[config.mk]
export PLATFORM = sky130hd
export DESIGN_NAME = ram_upload_reader
export DESIGN_NICKNAME = d
export VERILOG_FILES = /design/src/rtl/ram_upload_reader.sv
export SDC_FILE = /design/constraint.sdc
export NUM_CORES = 1
export LEC_CHECK = 0
export BUFFER_PORTS_ARGS = -buffer_cell sky130_fd_sc_hd__buf_4
export CAP_MARGIN = 10
export CORE_MARGIN = 1.5
export CORE_UTILIZATION = 58
export CTS_CLUSTER_SIZE = 14
export DETAILED_ROUTE_END_ITERATION = 8
export GPL_TIMING_DRIVEN = 0
export HOLD_SLACK_MARGIN = 0.03
export PLACE_DENSITY = 0.85
export RECOVER_POWER = 100
export SLEW_MARGIN = 5
export SYNTH_ARGS = -nofsm -noshare
export SYNTH_HDL_FRONTEND = slang
export SYNTH_SLANG_ARGS = --single-unit
[constraint.sdc]
create_clock -name clk_sys -period 9.8 [get_ports clk_sys]
set_clock_uncertainty 0.1 [all_clocks]
set_input_delay 2.94 -clock clk_sys [delete_from_list [all_inputs] [get_ports clk_sys]]
set_output_delay 2.94 -clock clk_sys [all_outputs]
set_load 0.03 [all_outputs]
[src/rtl/ram_upload_reader.sv]
// HPS upload reader: halts the core, then returns work-RAM bytes on the ioctl upload channel.
// Define RAM_UPLOAD_CHECKSUM_EN to return a 16-bit byte sum at addresses 2^AW and 2^AW+1.
module ram_upload_reader #(
    parameter int          AW        = 11,
    parameter int          RAM_LAT   = 1,
    parameter logic [7:0]  INDEX     = 8'd4,
    parameter logic [15:0] PAUSE_TMO = 16'hFFFF
) (
    input  logic          clk_sys,
    input  logic          reset,
    input  logic          ioctl_upload,
    input  logic [7:0]    ioctl_index,
    input  logic          ioctl_rd,
    input  logic [24:0]   ioctl_addr,
    output logic [7:0]    ioctl_din,
    output logic          ioctl_wait,
    output logic [AW-1:0] ram_addr,
    output logic          ram_rd,
    input  logic [7:0]    ram_q,
    output logic          pause_req,
    input  logic          pause_ack,
    output logic          pause_tmo
);

    typedef enum logic [1:0] {IDLE, PAUSE, READY, FETCH} state_t;

    localparam logic [24:0] IMG_SIZE = 25'd1 << AW;

    state_t      state, state_next;
    logic        sel, sel_q, sel_rise;
    logic [15:0] tmo_cnt;
    logic [2:0]  lat_cnt;
    logic        pend;
    logic [24:0] pend_addr;
    logic        req, in_range, tmo_hit, fetch_done;
    logic [24:0] req_addr;
    logic [7:0]  oob_byte;
`ifdef RAM_UPLOAD_CHECKSUM_EN
    logic [15:0] sum;
`endif

    assign sel      = ioctl_upload && (ioctl_index == INDEX);
    assign sel_rise = sel && !sel_q;

    // A request latched during PAUSE takes precedence over a live strobe in READY.
    always_comb begin
        req        = pend || ioctl_rd;
        req_addr   = pend ? pend_addr : ioctl_addr;
        in_range   = req_addr < IMG_SIZE;
        tmo_hit    = tmo_cnt == PAUSE_TMO - 16'd1;
        fetch_done = lat_cnt == 3'(RAM_LAT);
        oob_byte   = 8'hFF;
`ifdef RAM_UPLOAD_CHECKSUM_EN
        if (req_addr == IMG_SIZE)
            oob_byte = sum[7:0];
        else if (req_addr == IMG_SIZE + 25'd1)
            oob_byte = sum[15:8];
`endif
        state_next = state;
        case (state)
            IDLE:    if (sel_rise) state_next = PAUSE;
            PAUSE:   if (pause_ack || tmo_hit) state_next = READY;
            READY:   if (req && in_range) state_next = FETCH;
            FETCH:   if (fetch_done) state_next = READY;
            default: state_next = IDLE;
        endcase
        if (!sel)
            state_next = IDLE;
    end

    always_ff @(posedge clk_sys) begin
        if (reset) begin
            state      <= IDLE;
            sel_q      <= 1'b1;
            ioctl_din  <= 8'h00;
            ioctl_wait <= 1'b0;
            ram_addr   <= '0;
            ram_rd     <= 1'b0;
            pause_req  <= 1'b0;
            pause_tmo  <= 1'b0;
            tmo_cnt    <= '0;
            lat_cnt    <= '0;
            pend       <= 1'b0;
            pend_addr  <= '0;
`ifdef RAM_UPLOAD_CHECKSUM_EN
            sum        <= '0;
`endif
        end else begin
            state  <= state_next;
            sel_q  <= sel;
            ram_rd <= 1'b0;
            if (!sel) begin
                pause_req  <= 1'b0;
                ioctl_wait <= 1'b0;
                pend       <= 1'b0;
            end else begin
                case (state)
                    IDLE: if (sel_rise) begin
                        pause_req  <= 1'b1;
                        ioctl_wait <= 1'b1;
                        pause_tmo  <= 1'b0;
                        tmo_cnt    <= '0;
                        pend       <= 1'b0;
`ifdef RAM_UPLOAD_CHECKSUM_EN
                        sum        <= '0;
`endif
                    end
                    PAUSE: begin
                        tmo_cnt <= tmo_cnt + 16'd1;
                        if (ioctl_rd && !pend) begin
                            pend      <= 1'b1;
                            pend_addr <= ioctl_addr;
                        end
                        // Keep wait asserted into READY only when a request is queued.
                        if (pause_ack || tmo_hit)
                            ioctl_wait <= pend || ioctl_rd;
                        if (!pause_ack && tmo_hit)
                            pause_tmo <= 1'b1;
                    end
                    READY: if (req) begin
                        pend <= 1'b0;
                        if (in_range) begin
                            ram_addr   <= req_addr[AW-1:0];
                            ram_rd     <= 1'b1;
                            ioctl_wait <= 1'b1;
                            lat_cnt    <= '0;
                        end else begin
                            ioctl_din  <= oob_byte;
                            ioctl_wait <= 1'b0;
                        end
                    end
                    FETCH: begin
                        if (fetch_done) begin
                            ioctl_din  <= ram_q;
                            ioctl_wait <= 1'b0;
`ifdef RAM_UPLOAD_CHECKSUM_EN
                            sum        <= sum + {8'h00, ram_q};
`endif
                        end else begin
                            lat_cnt <= lat_cnt + 3'd1;
                        end
                    end
                    default: ;
                endcase
            end
        end
    end

endmodule

==> flow_summary.ini, run 1 <==
[floorplan]
die_w_um = 75.7
die-area_mm2 = 0.00573
start_util_pct = 60.0
rows = 26
io_pins = 69
coreArea_mm2 = 0.00511
dieHeight_um = 75.7

[logic_synthesis]
synth_top_area_share_pct = 46.4
avgSynthCellArea_um2 = 8.71
ys_warn_count = 0
synth-seq-cells = 71
synthCells = 352
synth_edf_count = 0
synth_nets = 402
netlist_area_mm2 = 0.00306
synth.area.top_cells = dfxtp_1 (46%), nand2_1 (7.7%), a21oi_1 (6.0%)
synth_top_area_cell = dfxtp_1
async_flop_share_pct = 0
ys.flop_type = dfxtp_1
synth_seq_area_share_pct = 46.4
yosysUniqueCellTypes = 42

[finish]
fin_nets = 480
drive_gt1_share_pct = 14.9
area_growth_pct = 21.6
layout_common_cells = dfxtp_1 (71), nand2_1 (63), buf_4 (43)
fin_util_pct = 72.9
antenna_cells = 0
n_fill_cell = 436
final_area_mm2 = 0.00372
regArea_mm2 = 0.00142
layout_commonest_cell = dfxtp_1
multi_input_area_mm2 = 0.00147

[routing]
wl_met2_um = 3620
drt_iter0_drc = 236
wirelength_um = 7450
drc = 0
wl_met3_um = 399
dr_total_vias = 2859
drt-met1-wl_um = 3310
final_antenna_net_count = 0
wl_per_cell_um = 14.7
drtPass1Iterations = 4
viasPerCell = 5.66
top_layer = met4

[sta]
maxSlewViolCount = 0
min_period_ns = 6.05
fmax_ghz = 0.165
setup_viol = 0
finalCritPeriodShare_pct = 61.7
worst_hold_slack_ns = 0.357
rsz0062_at_grt = no
setup_tns_ns = 0
worstMarginPinSlew_ns = 1.27
hold_viol_final = 0
slew_headroom_pct = 14.8

[critical_path]
endpoint_kind = flip-flop
r2r_slack_ns = 6.66
cp_top_family = compound AO/OA/AOI/OAI gates
cp-endpoint = ram_addr[7]$_SDFFE_PP0P_
criticalPathCategory = in2reg
timing.rr.start = pend$_SDFFE_PP0P_
critPathLaunch = ioctl_index[4]
path_depth = 8
reg2reg_depth = 7
crit_path_start_kind = input pin
worst-path-buf-inv = 3
cp.required_ns = 9.96
r2r-end = ram_addr[7]$_SDFFE_PP0P_
critPathArrivalTime_ns = 6.20
cp_max_fo = 10
cpPeakStageDelay_ns = 0.96
path_cells = clkbuf_4, or4b_1, or4b_1, clkbuf_1, a2111oi_0, clkbuf_1, nor2_1, a211oi_1
cpMaxStageDelayCell = a2111oi_0

[worst_hold_path]
hold_class = reg2reg

[pwr]
leakage_nw = 1.29
power.switching_uw = 123
swShare_pct = 21.4
power_density_mw_per_mm2 = 154
irDropWorstVdd_mv = 0.107
seq_power_share_pct = 50.2
pwr-share-comb_pct = 4.4
power_uw = 575
p_int_uw = 452
power_frac_clock_pct = 45.4

[clock_tree]
cts_tree = yes
clock_path_buffers = 2
path_clk_slew_ns = 0.07
clock_latency_ns = 0.36
htreeDepth = 3
cts_setup_buffers = 0
cts-resized-gates = 0
cts_num_sinks = 71
postCtsHoldBufs = 0
root_buffer = clkbuf_8
cts_buffers = 9

[global_route]
grt_pass1_wl_um = 12000
grt_max_degree = 13
antenna_found_initial = 0
grt_usage_pct = 27.9
grt_pass1_vias = 2736
grt_overflow = 0

[placed_design]
dpl_cell_area_mm2 = 0.00365
io_buffers = 67
dp_hpwl_um = 5230
gp_congestion = 0.838

[outcome]
status = finished, final reports clean

[flow_run]
maxCapViolCount = 0
==> layout make-up <==
type	count	share of cell area [%]
buffer	21	2.22
tap	70	2.35
multi-input combinational	253	39.4
timing repair buffer	67	11.2
clock buffer	10	3.69
inverter	7	0.705
clock inverter	6	2.25
sequential	71	38.2
==> Yosys cell counts, drive strengths merged, types with 2 or more instances <==
cell type and n:
nor4b 2, nand4 15, ha 4, xor2 12
nor4 8, dfxtp 71, nor3 6, inv 7
and2 3, or4 3, o21ai 10, nor2 33
or4b 2, buf 9, o221a 8, mux2i 11
nor2b 2, or3 5, clkbuf 12, a21oi 37
a211oi 12, nand3 4, nand2 63
==> flip-flops by register name, summed over array words and instances (netlist names) <==
name / flops
pend: 1
tmo_cnt: 16
ioctl_wait: 1
ioctl_din: 8
pause_tmo: 1
sel_q: 1
ram_rd: 1
lat_cnt: 3
pause_req: 1
ram_addr: 11
pend_addr: 25
state: 2
==> worst min path at each step <==
stage	startpoint	to	slack, ns	cells after the start
after floorplan	pend_addr[0]$_SDFFE_PP0P_	pend_addr[0]$_SDFFE_PP0P_	0.34	2
after global placement	pend_addr[2]$_SDFFE_PP0P_	pend_addr[2]$_SDFFE_PP0P_	0.34	2
after detailed placement	pend_addr[11]$_SDFFE_PP0P_	pend_addr[11]$_SDFFE_PP0P_	0.35	2
after CTS	pend_addr[6]$_SDFFE_PP0P_	pend_addr[6]$_SDFFE_PP0P_	0.36	2
after global routing	pend_addr[16]$_SDFFE_PP0P_	pend_addr[16]$_SDFFE_PP0P_	0.38	2
final	pend_addr[6]$_SDFFE_PP0P_	pend_addr[6]$_SDFFE_PP0P_	0.36	2
==> metrics by stage <==
stage / std cells / setup slack (ns)
after global placement: 489 / 4.39
final: 505 / 3.75
after floorplan: 352 / 4.67
after global routing: 505 / 3.39
after CTS: 505 / 4.71
after detailed placement: 489 / 4.35
==> per-layer routing <==
metal / track usage, % / up-vias
met2: 46.1 / 85
met1: 35.4 / 1352
met4: 14.1 / 0
met3: 4.37 / 14
li1: - / 1408
met5: 0 / -
==> worst register-to-register path, cell delays in order, from the launching register on <==
cell and delay (ns):
dfxtp_1 0.31, buf_2 0.24, nor4b_1 0.26, nand4_1 0.25, a2111oi_0 1.08, clkbuf_1 0.46
nor2_1 0.09, a211oi_1 0.26
==> power by group through the flow <==
stage                     clock network [mW]  logic (mW)  registers (mW)
final                                  0.261      0.0254           0.289
after global placement                     0      0.0253           0.295
after floorplan                            0     0.00822           0.295
after detailed placement                   0      0.0257           0.295
after CTS                              0.261      0.0259           0.289
after global routing                   0.272      0.0279           0.289
==> kinds of logic (layout without fill, tap and decap cells) <==
logic type                 count (synthesis)  after routing  synth area share, %
AOI/OAI and AO/OA                         73             73                 16.0
xor gates and xnor gates                  12             12                 3.43
adders and majority gates                  4              4                 1.63
buffers and inverters                     28            111                 4.04
DFF                                       71             71                 46.4
muxes                                     12             12                 3.96
and+or+nand+nor                          152            152                 24.5
Power figures use the tool's default switching activity.
==> run 2: changes to the inputs <==
- CORE_UTILIZATION: 58 -> 53
- PLACE_DENSITY: 0.85 -> 0.78
- clock period: 9.8 -> 5.9 ns (I/O delays scaled with it)
==> run 2 against run 1 <==
Effect of this change:
- worst setup slack got worse by 2.6 ns
- total power rose by 72%
- combinational power rose by 67%
==> flow_summary.ini, run 2 (synthesis gave the netlist of run 1 again) <==
[sta]
fmax_ghz = 0.210
setup_tns_ns = 0
hold_viol_final = 0
setup_viol = 0
worstMarginPinSlew_ns = 1.29
finalCritPeriodShare_pct = 80.7
slew_headroom_pct = 13.2
maxSlewViolCount = 0
rsz0062_at_grt = no
min_period_ns = 4.76

[finish]
area_growth_pct = 22.6
n_fill_cell = 499
layout_common_cells = dfxtp_1 (71), nand2_1 (63), buf_4 (44)
fin_util_pct = 67.8
drive_gt1_share_pct = 15.6
largest_reg_flops = 25
layout_commonest_cell = dfxtp_1
top_register = pend_addr
reg_top3 = pend_addr: 25 flops, tmo_cnt: 16 flops, ram_addr: 11 flops
antenna_cells = 0
layoutNonFillerInstCount = 507
fin_nets = 480

[clock_tree]
cts_tree = yes
htreeDepth = 3
clock_path_buffers = 2
postCtsHoldBufs = 0
root_buffer = clkbuf_8
cts_num_sinks = 71
clock_latency_ns = 0.34
cts_buffers = 9
cts_setup_buffers = 0
cts-resized-gates = 0
path_clk_slew_ns = 0.08

[placed_design]
dp_hpwl_um = 5130
gp_congestion = 0.859
io_buffers = 67
dp.cells = 491

[critical_path]
crit_path_start_kind = input pin
endpoint_kind = flip-flop
cp.required_ns = 6.08
reg2reg_depth = 6
r2r_slack_ns = 3.05
critPathLaunch = ioctl_index[4]
cp-endpoint = pend_addr[10]$_SDFFE_PP0P_
cp_max_fo = 10
timing.rr.start = pend$_SDFFE_PP0P_
critPathArrivalTime_ns = 4.94
criticalPathCategory = in2reg
r2r-end = ram_addr[9]$_SDFFE_PP0P_

[floorplan]
dieHeight_um = 79.0
die-area_mm2 = 0.00625
die_w_um = 79.0
start_util_pct = 55.3
rows = 27
io_pins = 69
coreArea_mm2 = 0.00554

[global_route]
met3_usage_pct = 7.47
grt.busiest_layer = met2
met2_usage_pct = 39.1
grt_usage_pct = 23.6
grt_overflow = 0
grt_pass1_vias = 2561
grt_max_degree = 14
grt_pass1_wl_um = 11600
use_met1_pct = 29.5
antenna_found_initial = 0

[routing]
wl_per_cell_um = 14.1
final_antenna_net_count = 0
viasPerCell = 5.50
drt_iter0_drc = 141
wirelength_um = 7150
dr_total_vias = 2791
drtPass1Iterations = 4
drc = 0

[pwr]
power_density_mw_per_mm2 = 263
irDropWorstVdd_mv = 0.231
leakage_nw = 1.31

[outcome]
status = finished, final reports clean

[worst_hold_path]
holdPathStages = 2
hold_class = reg2reg

[flow_run]
maxCapViolCount = 0
-- run 2: how the worst min path moves through the flow --
stage                                           from                          to  slack (ns)
final                     pend_addr[23]$_SDFFE_PP0P_  pend_addr[23]$_SDFFE_PP0P_        0.36
after global routing      pend_addr[21]$_SDFFE_PP0P_  pend_addr[21]$_SDFFE_PP0P_        0.38
after CTS                 pend_addr[23]$_SDFFE_PP0P_  pend_addr[23]$_SDFFE_PP0P_        0.36
after detailed placement  pend_addr[23]$_SDFFE_PP0P_  pend_addr[23]$_SDFFE_PP0P_        0.35
after global placement     pend_addr[2]$_SDFFE_PP0P_   pend_addr[2]$_SDFFE_PP0P_        0.34
after floorplan            pend_addr[0]$_SDFFE_PP0P_   pend_addr[0]$_SDFFE_PP0P_        0.34
-- run 2: cell type report --
cell class | instances | area (µm²) | share of cell area (%)
Clock inverter | 7 | 120 | 3.20
Inverter | 7 | 26.3 | 0.700
Timing Repair Buffer | 67 | 417 | 11.1
Clock buffer | 9 | 124 | 3.30
Tap cell | 72 | 90.1 | 2.40
Multi-Input combinational cell | 253 | 1470 | 39.1
Buffer | 21 | 88.8 | 2.37
Sequential cell | 71 | 1420 | 37.8
-- run 2: critical path, stage by stage --
cell      delay [ns]
clkbuf_4        0.11
or4b_1          0.54
or4b_1          0.56
clkbuf_1        0.27
nor4_1          1.09
buf_2           0.38
nand2_1         0.09
a21oi_1         0.13
-- run 2: per-stage QoR --
stage | cell area (µm²) | setup slack [ns] | total power, mW | hold slack [ns]
3_5_place_dp | 3660 | 1.59 | 0.534 | 0.347
6_report | 3760 | 1.14 | 0.989 | 0.357
3_3_place_gp | 3660 | 1.66 | 0.533 | 0.341
4_1_cts | 3900 | 1.95 | 0.997 | 0.357
2_1_floorplan | 3060 | 1.94 | 0.504 | 0.336
5_1_grt | 3760 | 0.947 | 1.02 | 0.378
-- run 2: power breakdown --
| part | switching, mW | internal [mW] |
|---|---|---|
| clock network | 0.185 | 0.282 |
| logic | 0.0193 | 0.0230 |
| registers | 0.000367 | 0.479 |
-- run 2: per-layer routing --
layer | share of wire (%) | up-vias
li1 | - | 1406
met2 | 48 | 88
met1 | 44 | 1286
met4 | 1.1 | 0
met5 | 0 | -
met3 | 6.4 | 11
